[config.mk]
export PLATFORM = sky130hd
export DESIGN_NAME = dvi_timing_ctrl_flat
export DESIGN_NICKNAME = d
export VERILOG_FILES = /design/src/rtl/dvi_timing_ctrl_pkg.sv /design/src/rtl/dvi_timing_ctrl_if.sv /design/src/rtl/dvi_timing_ctrl_timing_axis.sv /design/src/rtl/dvi_timing_ctrl.sv /design/src/flat_wrapper.sv
export SDC_FILE = /design/constraint.sdc
export NUM_CORES = 1
export LEC_CHECK = 0
export CAP_MARGIN = 20
export CORE_UTILIZATION = 43
export DETAILED_ROUTE_END_ITERATION = 12
export GPL_TIMING_DRIVEN = 0
export PLACE_DENSITY = 0.76
export SYNTH_ARGS = -nofsm -noshare
export SYNTH_HDL_FRONTEND = slang
export SYNTH_SLANG_ARGS = --single-unit
export TNS_END_PERCENT = 100
[constraint.sdc]
create_clock -name i_clk -period 3.5 [get_ports i_clk]
set_input_delay 0.7 -clock i_clk [delete_from_list [all_inputs] [get_ports i_clk]]
set_output_delay 0.7 -clock i_clk [all_outputs]
set_load 0.02 [all_outputs]
[src/rtl/dvi_timing_ctrl_pkg.sv]
// Shared video timing types: per-axis timing struct, the 640x480@60 defaults
// and small helpers for deriving axis totals and counter widths.
package dvi_timing_ctrl_pkg;

  // One axis of a video mode: active span followed by front porch, sync, back porch.
  typedef struct packed {
    int active;
    int fp;
    int sync;
    int bp;
  } timing_t;

  // 640x480 @ 60 Hz (25.175 MHz pixel clock).
  localparam timing_t VGA_640X480_H = '{active: 640, fp: 16, sync: 96, bp: 48};
  localparam timing_t VGA_640X480_V = '{active: 480, fp: 10, sync: 2,  bp: 33};

  // Pixel as delivered by the source, {R, G, B}.
  typedef struct packed {
    logic [7:0] r;
    logic [7:0] g;
    logic [7:0] b;
  } rgb_t;

  function automatic int axis_total(timing_t t);
    return t.active + t.fp + t.sync + t.bp;
  endfunction

  function automatic int axis_width(timing_t t);
    return $clog2(axis_total(t));
  endfunction

endpackage

[src/rtl/dvi_timing_ctrl_if.sv]
// Pixel stream handshake between a show-ahead pixel source and the timing core.
interface dvi_timing_ctrl_if;
  import dvi_timing_ctrl_pkg::*;

  logic pix_valid;  // source has a pixel at its head
  rgb_t pix_data;   // head pixel, {R, G, B}
  logic pix_req;    // core consumes the head pixel this cycle

  modport master (output pix_valid, output pix_data, input pix_req);
  modport slave  (input pix_valid, input pix_data, output pix_req);

endinterface

[src/rtl/dvi_timing_ctrl_timing_axis.sv]
// One timing axis: wrap counter over active/fp/sync/bp with region decode.
// Used once for the horizontal axis (steps every clock) and once for the
// vertical axis (steps on horizontal wrap).
module dvi_timing_ctrl_timing_axis
  import dvi_timing_ctrl_pkg::*;
#(
  parameter timing_t T  = VGA_640X480_H,
  localparam int     CW = axis_width(T)
) (
  input  logic          i_clk,
  input  logic          i_rst,
  input  logic          i_clr,
  input  logic          i_step,
  output logic [CW-1:0] o_cnt,
  output logic          o_wrap,
  output logic          o_active,
  output logic          o_sync
);

  localparam int            TOTAL    = axis_total(T);
  localparam int            SYNC_BEG = T.active + T.fp;
  localparam int            SYNC_END = SYNC_BEG + T.sync;
  localparam logic [CW-1:0] LAST     = CW'(TOTAL - 1);

  logic [CW-1:0] cnt_q, cnt_d;
  logic          at_last;

  // Next count: clear parks the axis at 0, otherwise step and wrap after back porch.
  always_comb begin
    at_last = (cnt_q == LAST);
    cnt_d   = cnt_q;
    if (i_clr)       cnt_d = '0;
    else if (i_step) cnt_d = at_last ? '0 : cnt_q + 1'b1;
  end

  // Count register.
  always_ff @(posedge i_clk) begin
    if (i_rst) cnt_q <= '0;
    else       cnt_q <= cnt_d;
  end

  assign o_cnt    = cnt_q;
  assign o_wrap   = i_step & at_last;
  assign o_active = int'(cnt_q) < T.active;
  assign o_sync   = (int'(cnt_q) >= SYNC_BEG) && (int'(cnt_q) < SYNC_END);

endmodule

[src/rtl/dvi_timing_ctrl.sv]
// DVI/VGA timing controller: walks the raster, pulls pixels from a show-ahead
// source during the active window and presents registered TMDS-encoder inputs
// (data, control, blanking select). Missing pixels are replaced by BLANK_RGB
// and latched in a sticky underrun flag; the raster never stalls.
module dvi_timing_ctrl
  import dvi_timing_ctrl_pkg::*;
#(
  parameter int          H_ACTIVE  = VGA_640X480_H.active,
  parameter int          H_FP      = VGA_640X480_H.fp,
  parameter int          H_SYNC    = VGA_640X480_H.sync,
  parameter int          H_BP      = VGA_640X480_H.bp,
  parameter int          V_ACTIVE  = VGA_640X480_V.active,
  parameter int          V_FP      = VGA_640X480_V.fp,
  parameter int          V_SYNC    = VGA_640X480_V.sync,
  parameter int          V_BP      = VGA_640X480_V.bp,
  parameter bit          SYNC_POL  = 1'b0,
  parameter logic [23:0] BLANK_RGB = 24'h000000
) (
  input  logic                        i_clk,
  input  logic                        i_rst,
  input  logic                        i_en,
  dvi_timing_ctrl_if.slave            pix,
  output logic [$clog2(H_ACTIVE)-1:0] o_x,
  output logic [$clog2(V_ACTIVE)-1:0] o_y,
  output logic                        o_frame_start,
  output logic                        o_line_start,
  output logic [7:0]                  o_ch0_data,
  output logic [7:0]                  o_ch1_data,
  output logic [7:0]                  o_ch2_data,
  output logic [1:0]                  o_ch0_ctrl,
  output logic [1:0]                  o_ch1_ctrl,
  output logic [1:0]                  o_ch2_ctrl,
  output logic                        o_blanking,
  output logic                        o_underrun
);

  localparam timing_t H_T = '{active: H_ACTIVE, fp: H_FP, sync: H_SYNC, bp: H_BP};
  localparam timing_t V_T = '{active: V_ACTIVE, fp: V_FP, sync: V_SYNC, bp: V_BP};
  localparam int      HW  = axis_width(H_T);
  localparam int      VW  = axis_width(V_T);
  localparam int      XW  = $clog2(H_ACTIVE);
  localparam int      YW  = $clog2(V_ACTIVE);

  logic [HW-1:0] h_cnt;
  logic [VW-1:0] v_cnt;
  logic          h_wrap, h_active, h_sync;
  logic          v_wrap_unused, v_active, v_sync;

  logic          run, active, pix_req, underrun;
  logic          hsync, vsync;

  rgb_t          rgb_q, rgb_d;
  logic          blank_q, blank_d;
  logic [1:0]    ctrl0_q, ctrl0_d;
  logic          underrun_q, underrun_d;

  // Counters are held at 0 while disabled so enabling starts on pixel (0,0).
  dvi_timing_ctrl_timing_axis #(.T(H_T)) u_h_axis (
    .i_clk    (i_clk),
    .i_rst    (i_rst),
    .i_clr    (~i_en),
    .i_step   (1'b1),
    .o_cnt    (h_cnt),
    .o_wrap   (h_wrap),
    .o_active (h_active),
    .o_sync   (h_sync)
  );

  dvi_timing_ctrl_timing_axis #(.T(V_T)) u_v_axis (
    .i_clk    (i_clk),
    .i_rst    (i_rst),
    .i_clr    (~i_en),
    .i_step   (h_wrap),
    .o_cnt    (v_cnt),
    .o_wrap   (v_wrap_unused),
    .o_active (v_active),
    .o_sync   (v_sync)
  );

  // Same-cycle request, position and start pulses decoded from counter state.
  always_comb begin
    run           = i_en & ~i_rst;
    active        = h_active & v_active;
    pix_req       = active & run;
    underrun      = pix_req & ~pix.pix_valid;
    o_x           = pix_req ? h_cnt[XW-1:0] : '0;
    o_y           = pix_req ? v_cnt[YW-1:0] : '0;
    o_line_start  = pix_req & (h_cnt == '0);
    o_frame_start = o_line_start & (v_cnt == '0);
  end

  assign pix.pix_req = pix_req;

  // Encoder inputs for the next cycle: pixel or blank colour, syncs, blanking select.
  always_comb begin
    rgb_d = '0;
    if (pix_req) rgb_d = pix.pix_valid ? pix.pix_data : rgb_t'(BLANK_RGB);
    blank_d    = ~pix_req;
    hsync      = (run & h_sync) ? SYNC_POL : ~SYNC_POL;
    vsync      = (run & v_sync) ? SYNC_POL : ~SYNC_POL;
    ctrl0_d    = {vsync, hsync};
    underrun_d = underrun_q | underrun;
  end

  // Encoder-side registers; underrun stays set until reset.
  always_ff @(posedge i_clk) begin
    if (i_rst) begin
      rgb_q      <= '0;
      blank_q    <= 1'b1;
      ctrl0_q    <= {2{~SYNC_POL}};
      underrun_q <= 1'b0;
    end else begin
      rgb_q      <= rgb_d;
      blank_q    <= blank_d;
      ctrl0_q    <= ctrl0_d;
      underrun_q <= underrun_d;
    end
  end

  assign o_ch2_data = rgb_q.r;
  assign o_ch1_data = rgb_q.g;
  assign o_ch0_data = rgb_q.b;
  assign o_ch0_ctrl = ctrl0_q;
  assign o_ch1_ctrl = 2'b00;
  assign o_ch2_ctrl = 2'b00;
  assign o_blanking = blank_q;
  assign o_underrun = underrun_q;

endmodule

[src/flat_wrapper.sv]
// flat-port wrapper written by rule: the top's interface ports become plain ports
module dvi_timing_ctrl_flat import dvi_timing_ctrl_pkg::*;
#(
  parameter int          H_ACTIVE  = VGA_640X480_H.active,
  parameter int          H_FP      = VGA_640X480_H.fp,
  parameter int          H_SYNC    = VGA_640X480_H.sync,
  parameter int          H_BP      = VGA_640X480_H.bp,
  parameter int          V_ACTIVE  = VGA_640X480_V.active,
  parameter int          V_FP      = VGA_640X480_V.fp,
  parameter int          V_SYNC    = VGA_640X480_V.sync,
  parameter int          V_BP      = VGA_640X480_V.bp,
  parameter bit          SYNC_POL  = 1'b0,
  parameter logic [23:0] BLANK_RGB = 24'h000000
)
  (i_clk, i_rst, i_en, o_x, o_y, o_frame_start, o_line_start, o_ch0_data, o_ch1_data, o_ch2_data, o_ch0_ctrl, o_ch1_ctrl, o_ch2_ctrl, o_blanking, o_underrun, pix_pix_valid, pix_pix_data, pix_pix_req);
  dvi_timing_ctrl_if pix_i ();
  input  logic i_clk;
  input  logic i_rst;
  input  logic i_en;
  output logic [$clog2(H_ACTIVE)-1:0] o_x;
  output logic [$clog2(V_ACTIVE)-1:0] o_y;
  output logic o_frame_start;
  output logic o_line_start;
  output logic [7:0] o_ch0_data;
  output logic [7:0] o_ch1_data;
  output logic [7:0] o_ch2_data;
  output logic [1:0] o_ch0_ctrl;
  output logic [1:0] o_ch1_ctrl;
  output logic [1:0] o_ch2_ctrl;
  output logic o_blanking;
  output logic o_underrun;
  input wire logic [$bits(pix_i.pix_valid)-1:0] pix_pix_valid;
  input wire logic [$bits(pix_i.pix_data)-1:0] pix_pix_data;
  output wire logic [$bits(pix_i.pix_req)-1:0] pix_pix_req;
  assign pix_i.pix_valid = pix_pix_valid;
  assign pix_i.pix_data = pix_pix_data;
  assign pix_pix_req = pix_i.pix_req;
  dvi_timing_ctrl #(.H_ACTIVE(H_ACTIVE), .H_FP(H_FP), .H_SYNC(H_SYNC), .H_BP(H_BP), .V_ACTIVE(V_ACTIVE), .V_FP(V_FP), .V_SYNC(V_SYNC), .V_BP(V_BP), .SYNC_POL(SYNC_POL), .BLANK_RGB(BLANK_RGB)) u_core (.i_clk(i_clk), .i_rst(i_rst), .i_en(i_en), .pix(pix_i), .o_x(o_x), .o_y(o_y), .o_frame_start(o_frame_start), .o_line_start(o_line_start), .o_ch0_data(o_ch0_data), .o_ch1_data(o_ch1_data), .o_ch2_data(o_ch2_data), .o_ch0_ctrl(o_ch0_ctrl), .o_ch1_ctrl(o_ch1_ctrl), .o_ch2_ctrl(o_ch2_ctrl), .o_blanking(o_blanking), .o_underrun(o_underrun));
endmodule
**Yosys cells after proc, flatten, opt, wreduce, memory -nomap -nowiden**

Index checks and enable logic that the tools add are counted.

- Register bits: 48
- Bits in latches: 0
- Memory bits (writable): 0
- Bits in read-only memories: 0
- Input port bits: 28
- Word-level logic and storage cells: 43
- Memories: 0

- $add $sub $neg: 2
- Multipliers: 0
- Divide/modulo/power cells: 0
- Order comparisons: 6
- Equality and inequality tests: 2
- Shift-type cells: 0
- Mux-type cells: 5
- Bitwise operators: 13
- Reductions and logical operators: 7

Operators by type and width:

| kind | count |
|---|---|
| 10-bit by 1-bit adder with 10-bit output (second input constant) | 2 |
| 10-bit equality test (second input constant) | 2 |
| 10-bit logical NOT | 2 |
| 10-bit < comparator (second input constant) | 2 |
| 10-bit by 9-bit < comparator with 1-bit output (second input constant) | 2 |
| 10-bit two-way mux | 2 |
| 10-bit >= comparator (second input constant) | 1 |
| 10-bit by 9-bit >= comparator with 1-bit output (second input constant) | 1 |
| 9-bit two-way mux | 1 |
| 1-bit AND | 8 |
| 3-bit OR reduction | 2 |
| 1-bit NOT | 4 |
| 1-bit logical AND | 2 |
| 1-bit two-way mux | 2 |
| 2-bit OR reduction | 1 |
| 1-bit OR | 1 |

**Depth between registers and ports, before layout**

- Depth in word-level cells: 5
- Mapped depth: 6
- Gate-level depth less buffers: 6

**Cells and area by module**

A second synthesis with hierarchy kept.

- Cells, all modules: 221
- Area, all modules: 2122.0 µm²

By module, submodules not included:

| module | times used | cells each | area each (µm²) | seq. area each (µm²) |
|---|---|---|---|---|
| dvi_timing_ctrl | 1 | 101 | 1003.5 | 560.5 |
| dvi_timing_ctrl_timing_axis at u_core.u_h_axis | 1 | 62 | 589.3 | 200.2 |
| dvi_timing_ctrl_timing_axis at u_core.u_v_axis | 1 | 58 | 529.3 | 200.2 |

**Worst setup path after synthesis**

No wires, ideal clock.

- Kind: in2out
- From: in i_rst
- To: out o_frame_start
- Arrival: 1974 ps
- Setup slack: 826 ps
- Stages on the path: 4
- Buffers on the path: 0
- Cells stage by stage: nand2b_1 > nor4b_2 > and4_1 > and4_1

- Word-level cells in the longest chain between the ends: 5

Ends and longest elaborated chain:

| item | RTL line | text |
|---|---|---|
| start, declared | flat_wrapper.sv:18 | `input logic i_rst;` |
| 1-bit NOT | dvi_timing_ctrl.sv:82 | `run = i_en & ~i_rst;` |
| 1-bit AND | dvi_timing_ctrl.sv:82 |  |
| 1-bit AND | dvi_timing_ctrl.sv:84 | `pix_req = active & run;` |
| 1-bit AND | dvi_timing_ctrl.sv:88 | `o_line_start = pix_req & (h_cnt == '0);` |
| net o_line_start | flat_wrapper.sv:23 | `output logic o_line_start;` |
| 1-bit AND | dvi_timing_ctrl.sv:89 | `o_frame_start = o_line_start & (v_cnt == '0);` |
| end, declared | flat_wrapper.sv:22 | `output logic o_frame_start;` |

The timed path passes the listed nets, and every way through them passes these cells.

**Final worst setup path**

- From: in i_rst
- To: out o_frame_start

- Word-level cells in the longest chain between the ends: 5

Ends and longest elaborated chain:

| item | RTL line |
|---|---|
| 1-bit NOT | dvi_timing_ctrl.sv:82 |
| 1-bit AND | dvi_timing_ctrl.sv:82 |
| 1-bit AND | dvi_timing_ctrl.sv:84 |
| 1-bit AND | dvi_timing_ctrl.sv:88 |
| 1-bit AND | dvi_timing_ctrl.sv:89 |

No other way between the ends.

==> flow_metrics.env <==
export IMPL_finalHoldViolCount=0
export IMPL_synth_seq_area_share_pct=48.7
export IMPL_fmax_mhz=291
export IMPL_place_worst_setup_slack_ns=-0.574
export IMPL_worst_hold_startpoint="u_core.o_underrun"
export IMPL_worst_r2r_cell_count=5
export IMPL_post_route_min_period_ns=3.44
export IMPL_viasPerCell=5.04
export IMPL_first_iter_violations=76
export IMPL_post_route_drc_count=0
export IMPL_yosysTopAreaCell="dfxtp_1"
export IMPL_antenna_found_initial=0
export IMPL_cts_sinks=48
export IMPL_syn_area_um2=1970
export IMPL_yosys_area_share_simple_pct=34.1
export IMPL_synth_xor_area_share_pct=4.88
export IMPL_synthTopCellsByArea="dfxtp_1, and3_1, and2_1"
export IMPL_core_um2=4380
export IMPL_area_delta_synth_final_pct=50.8
export IMPL_grt_pass1_vias=1605
export IMPL_placed_cell_area_um2=2820
export IMPL_overflow=0
export IMPL_peakVddDrop_mv=0.219
export IMPL_grt_pass1_wl_mm=7.47
export IMPL_drive_gt1_share_pct=6.86
export IMPL_n_antenna_cell=0
export IMPL_wl_per_cell_um=13.2
export IMPL_cts_root_buf="clkbuf_8"
export IMPL_synth_cell_types=34
export IMPL_die_height_um=69.8
export IMPL_relSlewSlack_pct=64.5
export IMPL_dp_hpwl_mm=3.48
export IMPL_setup_ws_ns=0.0612
export IMPL_tritoncts="built"
export IMPL_fin_util_pct=67.9
export IMPL_rsz0062_at_grt="no"
export IMPL_stdcell_count=358
export IMPL_synth_flop_cell="dfxtp_1"
export IMPL_start_util_pct=45.0
export IMPL_num_io_pins=82
export IMPL_whs_ns=0.472
export IMPL_reg2reg_from="u_core.u_h_axis.o_cnt[0]"
export IMPL_clkTransAtPathRegs_ns=0.08
export IMPL_p_total_mw=1.06
export IMPL_cp_max_fo=6
export IMPL_report_final_slew_viol_count=0
export IMPL_async_flop_share_pct=0
export IMPL_final_area_um2=2980
export IMPL_clk_latency_ns=0.29
export IMPL_gp_congestion=0.823
export IMPL_antenna_left=0
export IMPL_avgSynthCellArea_um2=9.18
export IMPL_finClkSkew_ns=0.00585
export IMPL_setup_viol=0
export IMPL_period_share_pct=98.3
export IMPL_power_density_nw_per_um2=355
export IMPL_yosys_area_share_adder_pct=2.53
export IMPL_cts_htree_levels=2
export IMPL_drt_pass1_iter_count=4
export IMPL_rows=24
export IMPL_synth_edf_count=0
export IMPL_synth_top_family_by_area="simple AND/OR/NAND/NOR gates"
export IMPL_synth_area_mux_share_pct=1.01
export IMPL_synth_compound_area_share_pct=3.68
export IMPL_tns_ns=0
export IMPL_cts_buffer_depth=2
export IMPL_die_area_um2=4870
export IMPL_fin_nets=337
export IMPL_tightest_slew_ns=0.532
export IMPL_cap_viol_max_count=0
export IMPL_r2r_setup_slack_ns=1.30
export IMPL_cts_made_buffers=5
export IMPL_vias=1806
export IMPL_synth_most_common_cell="dfxtp_1"
export IMPL_arrival_ns=2.74
export IMPL_grt_max_degree=15
export IMPL_io_buffers=77
export IMPL_drt_total_wl_mm=4.74
export IMPL_cellLeakagePower_nw=1.33
export IMPL_grtUsageTotal_pct=19.3
export IMPL_required_ns=2.80
export IMPL_dp_cells=347
export IMPL_ys_ff_latch=48
export IMPL_outcome="completed"
export IMPL_criticalPathCategory="input port to primary output"
export IMPL_min_to="u_core.o_underrun"
export IMPL_synth_cells=215
export IMPL_die_x_um=69.8
export IMPL_endpoint_kind="primary output"
export IMPL_hold_class="register to register"
export IMPL_synth_common_cells="dfxtp_1, and3_1, nor2_1"
export IMPL_regToRegEndpoint="u_core.u_v_axis.o_cnt[2]"
export IMPL_critPathLaunchType="input port"
export IMPL_min_path_cells=2
export IMPL_yosysWarningCount=0
export IMPL_synth_top_cell_area_share_pct=48.7
## where the power goes
part | total, mW | internal [mW] | switching (mW) | leakage, nW
clock network | 0.391 | 0.212 | 0.179 | 0.0552
logic | 0.107 | 0.0594 | 0.0473 | 0.889
registers | 0.559 | 0.555 | 0.00347 | 0.389
total | 1.06 | 0.827 | 0.230 | 1.33
## critical path, stage by stage
cell and delay (ns):
clkdlybuf4s50_1 0.44, nand2b_2 0.29, nor4b_4 0.32, buf_4 0.17, buf_4 0.10, and4_1 0.20
and4_1 0.19, dlygate4sd2_1 0.33
## layout by cell type (no fill, tap or decap)
cell	n
a21o_1	1
a21oi_1	5
and2_1	14
and3_1	29
and4_1	4
buf_4	7
bufinv_16	1
clkbuf_1	9
clkbuf_8	7
clkdlybuf4s50_1	61
clkinv_2	1
conb_1	4
dfxtp_1	48
dlygate4sd2_1	12
dlymetal6s2s_1	4
ha_1	4
inv_1	8
mux2i_1	2
nand2_1	7
nand2b_2	1
nand3_1	12
nand3b_1	1
nand4_1	4
nand4b_1	2
nor2_1	19
nor2b_1	2
nor3_1	9
nor4_1	2
nor4_4	1
nor4b_4	1
o21ai_0	4
o21ai_1	1
o22ai_1	1
o32ai_1	1
or3_1	3
or3_4	1
or3b_4	1
or4_1	1
xnor2_1	5
xor2_1	6
## final cells by class
type	instances	area, µm²
Fill cell	360	1410
Sequential cell	48	961
Multi-Input combinational cell	148	938
Timing Repair Buffer	80	788
Buffer	14	87.6
Clock buffer	6	72.6
Tap cell	52	65.1
Clock inverter	2	35.0
Inverter	8	30.0
## kinds of logic (layout without fill, tap and decap cells)
| logic type | count (synthesis) | in the layout |
|---|---|---|
| simple gates | 114 | 114 |
| fa+ha+maj | 4 | 4 |
| other cells | 1 | 4 |
| mux | 2 | 2 |
| xor+xnor | 11 | 11 |
| buf+inv | 22 | 110 |
| compound gates | 13 | 13 |
| flops | 48 | 48 |
## layer usage
| layer | track usage, % | up-vias | share of wire [%] |
|---|---|---|---|
| met5 | 0 | - | 0 |
| met4 | 6.67 | 0 | 0.97 |
| met3 | 3.92 | 4 | 7.2 |
| met2 | 32.7 | 78 | 45 |
| met1 | 24.3 | 811 | 47 |
| li1 | - | 913 | - |
## sequential cells by signal, summed over array words and instances, names as in the netlist
register / count
u_core.u_h_axis.o_cnt: 10
u_core.u_v_axis.o_cnt: 10
u_core.o_ch0_data: 8
u_core.o_ch1_data: 8
u_core.o_ch2_data: 8
u_core.o_ch0_ctrl: 2
u_core.o_blanking: 1
u_core.o_underrun: 1
## what timing repair did
item	CTS	global route
setup endpoints to repair	22	4
pin swaps	1	0
resized for setup	20	4
setup buffers	3	0
hold buffers	0	0
## worst max path at each step
stage | start | to | slack (ns) | cells past startpoint
final | i_rst | o_frame_start | 0.06 | 8
after global routing | i_rst | o_frame_start | 0.002 | 8
after CTS | i_rst | o_x[5] | 0.001 | 7
after detailed placement | i_rst | o_x[1] | -0.57 | 7
after global placement | i_rst | o_y[8] | -0.53 | 7
after floorplan | i_rst | o_frame_start | 0.83 | 4
(Power assumes the default switching activity.)
